--- src/rtl/window_ctrl.sv ---
// window_ctrl: owns CWP/WIM, executes SAVE/RESTORE and spills/fills a window through memory on overflow/underflow
//   Clk, Clr                 clock, synchronous active-high reset
//   save, restore            window requests, sampled only while idle
//   busy, done               spill/fill in progress; one-cycle pulse when new cwp/wim are visible
//   cwp, wim                 current window pointer, one-hot window invalid mask
//   rf_enable..rf_in, rf_out register-file port used only during spill/fill
//   mem_req..mem_ack         one memory transfer per register, {window, offset} addressed
module window_ctrl #(
    parameter int NWIN  = 4,
    parameter int CWP_W = 2
) (
    input  logic             Clk,
    input  logic             Clr,
    input  logic             save,
    input  logic             restore,
    output logic             busy,
    output logic             done,
    output logic [CWP_W-1:0] cwp,
    output logic [NWIN-1:0]  wim,
    output logic             rf_enable,
    output logic             rf_rw,
    output logic [CWP_W-1:0] rf_window,
    output logic [4:0]       rf_rnum,
    output logic [31:0]      rf_in,
    input  logic [31:0]      rf_out,
    output logic             mem_req,
    output logic             mem_we,
    output logic [CWP_W+3:0] mem_addr,
    output logic [31:0]      mem_wdata,
    input  logic [31:0]      mem_rdata,
    input  logic             mem_ack
);
    localparam logic [2:0] S_IDLE      = 3'd0;
    localparam logic [2:0] S_SPILL_RD  = 3'd1;
    localparam logic [2:0] S_SPILL_CAP = 3'd2;
    localparam logic [2:0] S_SPILL_MEM = 3'd3;
    localparam logic [2:0] S_FILL_MEM  = 3'd4;
    localparam logic [2:0] S_FILL_WR   = 3'd5;
    localparam logic [2:0] S_COMMIT    = 3'd6;
    logic [2:0]       state_q, state_d;
    logic [CWP_W-1:0] cwp_q, cwp_d, tgt_q, tgt_d;
    logic [NWIN-1:0]  wim_q, wim_d;
    logic [3:0]       off_q, off_d;
    logic             fill_q, fill_d, done_q, done_d;
    logic [31:0]      wdata_q, wdata_d, rfin_q, rfin_d;
    logic [CWP_W-1:0] sv_new, rs_new, tgt_inc, tgt_dec;
    assign sv_new  = cwp_q - 1'b1;
    assign rs_new  = cwp_q + 1'b1;
    assign tgt_inc = tgt_q + 1'b1;
    assign tgt_dec = tgt_q - 1'b1;
    always_comb begin
        state_d = state_q;
        cwp_d   = cwp_q;
        wim_d   = wim_q;
        tgt_d   = tgt_q;
        off_d   = off_q;
        fill_d  = fill_q;
        done_d  = 1'b0;
        wdata_d = wdata_q;
        rfin_d  = rfin_q;
        case (state_q)
            S_IDLE: begin
                // Simultaneous save and restore cancel out and do nothing.
                if (save && !restore) begin
                    if (wim_q[sv_new]) begin
                        tgt_d   = sv_new;
                        off_d   = 4'd0;
                        fill_d  = 1'b0;
                        state_d = S_SPILL_RD;
                    end else begin
                        cwp_d  = sv_new;
                        done_d = 1'b1;
                    end
                end else if (restore && !save) begin
                    if (wim_q[rs_new]) begin
                        tgt_d   = rs_new;
                        off_d   = 4'd0;
                        fill_d  = 1'b1;
                        state_d = S_FILL_MEM;
                    end else begin
                        cwp_d  = rs_new;
                        done_d = 1'b1;
                    end
                end
            end
            S_SPILL_RD: state_d = S_SPILL_CAP;
            S_SPILL_CAP: begin
                // Register-file read data arrives one cycle after the strobe.
                wdata_d = rf_out;
                state_d = S_SPILL_MEM;
            end
            S_SPILL_MEM: begin
                if (mem_ack) begin
                    off_d   = off_q + 1'b1;
                    state_d = (off_q == 4'd15) ? S_COMMIT : S_SPILL_RD;
                end
            end
            S_FILL_MEM: begin
                if (mem_ack) begin
                    rfin_d  = mem_rdata;
                    state_d = S_FILL_WR;
                end
            end
            S_FILL_WR: begin
                off_d   = off_q + 1'b1;
                state_d = (off_q == 4'd15) ? S_COMMIT : S_FILL_MEM;
            end
            S_COMMIT: begin
                // The invalid window sits just past the committed one in the direction of travel.
                cwp_d   = tgt_q;
                wim_d   = NWIN'(1) << (fill_q ? tgt_inc : tgt_dec);
                done_d  = 1'b1;
                state_d = S_IDLE;
            end
            default: state_d = S_IDLE;
        endcase
    end
    always_ff @(posedge Clk) begin
        if (Clr) begin
            state_q <= S_IDLE;
            cwp_q   <= '0;
            wim_q   <= NWIN'(2);
            tgt_q   <= '0;
            off_q   <= '0;
            fill_q  <= 1'b0;
            done_q  <= 1'b0;
            wdata_q <= '0;
            rfin_q  <= '0;
        end else begin
            state_q <= state_d;
            cwp_q   <= cwp_d;
            wim_q   <= wim_d;
            tgt_q   <= tgt_d;
            off_q   <= off_d;
            fill_q  <= fill_d;
            done_q  <= done_d;
            wdata_q <= wdata_d;
            rfin_q  <= rfin_d;
        end
    end
    assign busy      = state_q != S_IDLE;
    assign done      = done_q;
    assign cwp       = cwp_q;
    assign wim       = wim_q;
    assign rf_enable = (state_q == S_SPILL_RD) || (state_q == S_FILL_WR);
    assign rf_rw     = state_q == S_FILL_WR;
    assign rf_window = busy ? tgt_q : '0;
    assign rf_rnum   = busy ? {1'b1, off_q} : 5'd0;
    assign rf_in     = rfin_q;
    assign mem_req   = (state_q == S_SPILL_MEM) || (state_q == S_FILL_MEM);
    assign mem_we    = state_q == S_SPILL_MEM;
    assign mem_addr  = busy ? {tgt_q, off_q} : '0;
    assign mem_wdata = wdata_q;
endmodule

--- config.mk ---
export PLATFORM = sky130hd
export DESIGN_NAME = window_ctrl
export DESIGN_NICKNAME = d
export VERILOG_FILES = /design/src/rtl/window_ctrl.sv
export SDC_FILE = /design/constraint.sdc
export NUM_CORES = 1
export LEC_CHECK = 0
export BUFFER_PORTS_ARGS = -buffer_cell sky130_fd_sc_hd__buf_2
export CORE_UTILIZATION = 40
export DETAILED_ROUTE_END_ITERATION = 10
export HOLD_SLACK_MARGIN = 0.02
export PLACE_DENSITY = 0.77
export RECOVER_POWER = 50
export SLEW_MARGIN = 0
export SYNTH_ARGS = -nofsm -noshare
export SYNTH_HDL_FRONTEND = slang
export SYNTH_SLANG_ARGS = --single-unit
--- constraint.sdc ---
create_clock -name Clk -period 1.5 [get_ports Clk]
set_input_delay 0.075 -clock Clk [delete_from_list [all_inputs] [get_ports Clk]]
set_output_delay 0.075 -clock Clk [all_outputs]
set_load 0.1 [all_outputs]
== Yosys cells after proc, flatten, opt, wreduce, memory -nomap -nowiden ==
Cells that the tools add are included.

* $add $sub $neg: 5
* Order comparisons: 2
* Shift-type cells: 1
* Equality and inequality tests: 15
* Reductions and logical operators: 17
* Mux-type cells: 41

{| class="wikitable"
|+ Operators with widths
! kind !! number
|-
| 2-bit two-way mux || 11
|-
| 3-bit two-way mux || 7
|-
| 4-bit two-way mux || 5
|-
| 3-bit one-hot mux with 6 select lines || 1
|-
| 3-bit inequality test (second input constant) || 5
|-
| 4-bit one-hot mux with 3 select lines || 1
|-
| 1-bit two-way mux || 10
|-
| 5-bit AND reduction || 2
|-
| 3-bit == test (second input constant) || 3
|-
| 4-bit AND reduction || 2
|-
| 3-bit by 2-bit == test with 1-bit output (second input constant) || 2
|-
| 2-bit by 3-bit < comparator with 1-bit output (second input constant) || 2
|-
| 6-bit two-way mux || 1
|-
| 2-bit nonzero test || 3
|-
| 3-bit nonzero test || 2
|-
| 5-bit two-way mux || 1
|-
| 2-bit by 1-bit adder with 2-bit output (second input constant) || 2
|-
| 4-bit by 1-bit adder with 4-bit output (second input constant) || 1
|-
| 1-bit binary-select mux with 2-bit select || 2
|-
| 4-bit == test (second input constant) || 1
|-
| 2-bit by 1-bit inequality test with 1-bit output (second input constant) || 2
|-
| 2-bit one-hot mux with 2 select lines || 1
|-
| 1-bit by 2-bit << shifter with 4-bit output (first input constant) || 1
|-
| 2-bit by 1-bit subtractor with 2-bit output (second input constant) || 2
|-
| other kinds (8) || 11
|}

* Logic and storage cells: 90
* Output and inout bits: 89
* Bits of input ports: 69
* Bits in registers: 81

== Depth between registers and ports, before layout ==
* Depth after elaboration: 7
* Mapped depth: 7
* Mapped depth without buffers: 6

== Worst setup path before layout ==
OpenSTA, ideal clock, no wires.

* Path kind: flip-flop to output port
* Start: register state_q[0]
* End: output port rf_rw
* Buffers on the path: 1
* Stages on the path, launching flop included: 4
* Path slack: -1.541 ns
* Required time: 1.425 ns
* Data arrival time: 2.966 ns
* Path through: dfxtp_1 clkbuf_1 nor2b_1 and2_1

* Word-level cells in the longest chain between the ends: 1

{| class="wikitable"
|+ Ends and longest elaborated chain
! item !! RTL line !! source
|-
| from (decl) || 40 || <nowiki>logic [2:0] state_q, state_d;</nowiki>
|-
| from (signal assigned) || 130 || <nowiki>state_q <= state_d;</nowiki>
|-
| 3-bit == test || 146 || <nowiki>assign rf_rw = state_q == S_FILL_WR;</nowiki>
|-
| to (decl) || 21 || <nowiki>output logic rf_rw,</nowiki>
|}

Every way passes these cells.

== Final worst setup path ==
* Start: register cwp_q[1] (netlist: cwp[1])
* End: register off_q[3]

* Word-level cells in the longest chain between the ends: 5
* Elaborated cells between the ends (all ways): 9
* Classes of those cells: add/sub: 2; eq/ne: 2; mux: 4; reduce/logical: 1

{| class="wikitable"
|+ Ends and longest elaborated chain
! item !! RTL line !! source
|-
| from (decl) || 41 || <nowiki>logic [CWP_W-1:0] cwp_q, cwp_d, tgt_q, tgt_d;</nowiki>
|-
| from (signal assigned) || 131 || <nowiki>cwp_q <= cwp_d;</nowiki>
|-
| 2-bit by 1-bit subtractor with 2-bit output / 2-bit by 1-bit adder with 2-bit output (equally long branches) || 47, 48 ||
|-
| 1-bit binary-select mux with 2-bit select (on tied branches) || 65, 75 ||
|-
| 1-bit two-way mux (on tied branches) || 65, 75 ||
|-
| 3-bit inequality test (no line) || -- ||
|-
| 5-bit AND reduction (no line) (*) || -- ||
|-
| to (signal assigned) || 124 || <nowiki>off_q <= '0;</nowiki>
|-
| to (signal assigned) || 134 || <nowiki>off_q <= off_d;</nowiki>
|-
| to (decl) || 43 || <nowiki>logic [3:0] off_q, off_d;</nowiki>
|}

Mark *: on every way between the ends. The rest lies on a longest branch, timed or not. The select of a mux whose other input is x is not followed.
A chain may end at the register's enable or synchronous reset.

==> results by stage <==
Timing:
- Setup violations remaining at the end of the flow were counted as 17.
- The pin slew with the least headroom to its limit is 0.563 ns.
- Subtracting the final worst setup slack from the clock period gives about 1.6 ns.
- Setup slack on the critical path of the routed design comes to -0.137 ns.
- The worst clock skew on the final layout is approximately 0.011 ns.
- The number of hold violations in the final report came to 0.
- Static timing analysis puts the maximum clock frequency at between 600 and 700 MHz.
- Setup repair after global routing could not meet its margin everywhere.
- The tightest slew margin relative to the limit is about 63%.
- The number of slew-limit violations in the final report is 0.
- Of the available clock period, the critical path in the final layout requires 109%.

Placed design:
- The congestion estimate from routability-driven global placement came to 0.811.
- The detailed-placement wirelength estimate is ~6500 um.
- The total of buffers placed on input and output ports is ~160.
- Once placement completed, the tool counted placed cells totaling approximately 670.
- The post-place setup slack is -0.136 ns.

Setup path:
- The kind of capture point of the worst setup path is a register.
- STA classifies the critical path startpoint as a register.
- Data on the critical path is required at its endpoint by ~1.8 ns.
- The critical path goes through mux4_2 > o21a_1 > a2bb2oi_4 > a311oi_2.
- The critical register-to-register path startpoint is cwp[1].
- For flop-to-flop paths, the worst setup slack is -0.14 ns.
- The endpoint arrival time on the critical path is around 1.9 ns.
- The largest stage delay on the critical path is between 0.5 and 0.6 ns.
- The cell family contributing the most delay on the critical path is compound AO/OA/AOI/OAI gates.
- The number of buffer and inverter stages on the critical path is 0.
- The worst flop-to-flop path endpoint is off_q[3].
- The cell type of the slowest stage on the worst timing path is mux4_2.
- The worst reg-to-reg path cell count is 4.
- The worst setup path category is register to register.
- The maximum fanout encountered on the critical timing path is 4.

Min path:
- The worst hold path passes through 2 cells.
- The class of the tightest hold or removal check is input port to register.
- The startpoint of the most critical hold path is Clr.
- For hold timing, the worst endpoint is wim[0].

Pwr:
- The power density relative to cell area is around 1900 nW/um^2.
- In this run the static leakage power is about 2.4 nW.
- Power comes to 0.0104 W.
- Across the VDD grid, the largest voltage drop is between 0.9 and 1 mV.

Floorplan:
- The total area inside the core boundary comes to roughly 8000 um^2.
- The I/O pin count is roughly 160.
- The die area is 8670 um^2.
- The die is 93.1 um wide.
- The height of the die is about 93 um.
- Once the floorplan was initialized, standard cells occupied 42.1% of the core.
- Row generation in the floorplan step produced 32 rows.

Yosys:
- After Yosys synthesis, and, or, nand and nor cells account for around 23% of the synthesized area.
- The synthesized design contains 81 register bits.
- dfxtp_1 takes more of the synthesized area than any other cell.
- For this run, asynchronously set or reset flops after synthesis account for 0%.
- The mux share of post-synthesis cell area is roughly 2.9%.
- The synthesized netlist devotes ~1.5% of its cell area to adder and majority cells.
- The largest family of logic cells by synthesized area is simple AND/OR/NAND/NOR gates.
- After synthesis the cells add up to approximately 3300 um^2.
- Summed over its instances, the top area cell type makes up between 40 and 50% of the synthesized netlist area.
- Summing the areas of all compound-gate instances in the mapped netlist gives between 10% and 20% of the synthesized area.
- Averaged over all synthesized cells, the footprint is ~8.0 um^2.
- When the netlist entered floorplanning its net count stood at just under 500.
- Synthesis instantiated 40 different standard cells from the library.
- The gate count of the mapped netlist is ~420.
- Yosys printed 0 warnings.
- The share of the yosys chip area belonging to registers is 48.9%.
- Ranked by total cell area, the synthesized netlist is headed by dfxtp_1 49%, nand2_1 15%, a21oi_1 11%.
- The parity-gate share of the synthesized area counting xor and xnor cells is 1.06%.
- The count of flip-flops with a built-in enable after synthesis is 0.
- Among all flip-flop cells after synthesis, the most frequent one is dfxtp_1.

Cells and area:
- Leaving out fill and tap cells, the most frequent cells in the layout are 132 x nand2_1, 82 x buf_2, 72 x a21oi_1, 72 x dfxtp_1, 64 x dlygate4sd3_1.
- The footprint of the flip-flops and latches is 1640 um^2.
- The post-route netlist has a little over a third of its cells at a drive strength greater than 1.
- Counting the fill cells in the layout gives 602.
- The final non-filler cell total is approximately 750.
- For this run, the post-layout net count is around 700.
- The commonest non-fill, non-tap cell in the layout is nand2_1.
- The multi-input combinational cells in the finished layout cover a total of about 1600 um^2.
- The number of antenna repair diodes is 0.
- Relative to the synthesized area, the layout overhead comes to 66.5%.
- The core occupancy in the finished layout is 70.1%.

Clock network:
- The clock sink total is 81.
- Clock-pin slew was measured on the worst setup and hold paths at around 0.090 ns.
- The clock buffer count from CTS is 9.
- TritonCTS built the clock tree.
- At the later pin of the worst-skew pair, clock insertion delay measures approximately 0.34 ns.
- The buffer depth of the longest clock path is 2.
- The H-tree depth is 3.
- The CTS root buffer is clkbuf_8.

Route:
- The number of vias per cell after detailed routing is 5.01.
- The antenna violation net count after detailed routing is 0.
- The first TritonRoute pass finished after 4 iterations.
- The first routing iteration left between 100 and 150 violations.
- Wires add up to between 10000 and 15000 um.
- The DRC violations left is 0.
- The detailed-route wire length per cell is ~14 um.
- The via count is roughly 3800.

Global route:
- The combined global-route utilization of all metal layers is between 20% and 30%.
- The via count of the first global-routing pass is roughly 3700.
- The pin count of the biggest net entering global routing is 37.
- The number of antenna violations at the first check in global routing is 0.
- The global-route wire length before repair is 17000 um.
- The sum of overflow across all layers after global routing is 0.

Job:
- The reported max-cap violation count is 0.

Outcome:
- The checks that failed: setup timing.
- The flow ran to the end, but the final reports show violations.
[where the power goes]
group          leakage [nW]  total (W)  switching [W]  internal (W)
Sequential            0.660    0.00282       0.000306       0.00251
Clock                0.0927    0.00153       0.000769      0.000762
Combinational          1.60    0.00604        0.00423       0.00181
[metal layers]
layer / vias to the layer above / part of all wire (%) / track usage [%]
met2: 170 / 52 / 44.7
met5: - / 0 / 0
met3: 33 / 6.3 / 6.26
li1: 1840 / - / -
met1: 1717 / 39 / 26.9
met4: 0 / 2.7 / 11.9
[cell families (layout without fill, tap and decap cells)]
| group | after synthesis | after routing |
|---|---|---|
| flip-flops | 81 | 81 |
| AO/OA/AOI/OAI | 100 | 100 |
| AND/OR/NAND/NOR | 179 | 179 |
| buffers and inverters | 40 | 274 |
| multiplexers | 7 | 7 |
| adder cells (fa/ha/maj) | 4 | 4 |
| XOR/XNOR | 4 | 4 |
[area by class of cell]
class / count / area share, %
tap: 102 / 2.31
timing repair buffer: 254 / 34.6
clock inverter: 5 / 1.04
multi-input combinational: 294 / 29.6
sequential: 81 / 29.7
inverter: 5 / 0.408
clock buffer: 10 / 2.31
[repair_timing]
action,CTS,global route
resized for setup,22,12
endpoints found under the setup margin,27,69
setup buffers,3,2
cloned,0,0
hold buffers,64,0
pin swaps,3,5
endpoints found under the hold margin,64,0
[worst max-delay path by stage]
stage,from,end,depth (start not counted)
2_1_floorplan,cwp[1],off_q[3],4
3_3_place_gp,cwp[1],cwp[0],4
3_5_place_dp,cwp[1],off_q[3],4
4_1_cts,cwp[1],off_q[3],4
5_1_grt,cwp[1],off_q[3],4
6_report,cwp[1],off_q[3],4
[synth_stat cells (4+ instances only)]
master	count
inv_1	5
nor2_1	11
buf_4	8
nand2b_1	8
nand3b_1	5
dfxtp_1	81
a21oi_1	74
nor2b_1	9
clkbuf_1	24
nand2_1	132
nor3_1	5
mux2i_1	5
ha_1	4
[flip-flops by register name (all words and copies together) (netlist names)]
signal,flops
fill_q,1
tgt_q,2
state_q,3
wim,4
done,1
off_q,4
mem_wdata,32
rf_in,32
cwp,2
[through the flow]
stage | area [um^2] | hold WS, ns | TNS, ns
6_report | 5530 | 0.178 | -1.32
4_1_cts | 5470 | 0.160 | -1.79
5_1_grt | 5530 | 0.185 | -3.24
3_3_place_gp | 4540 | 0.315 | -0.326
3_5_place_dp | 4540 | 0.320 | -0.648
2_1_floorplan | 3480 | 0.211 | -2.86
(Power assumes the default switching activity.)
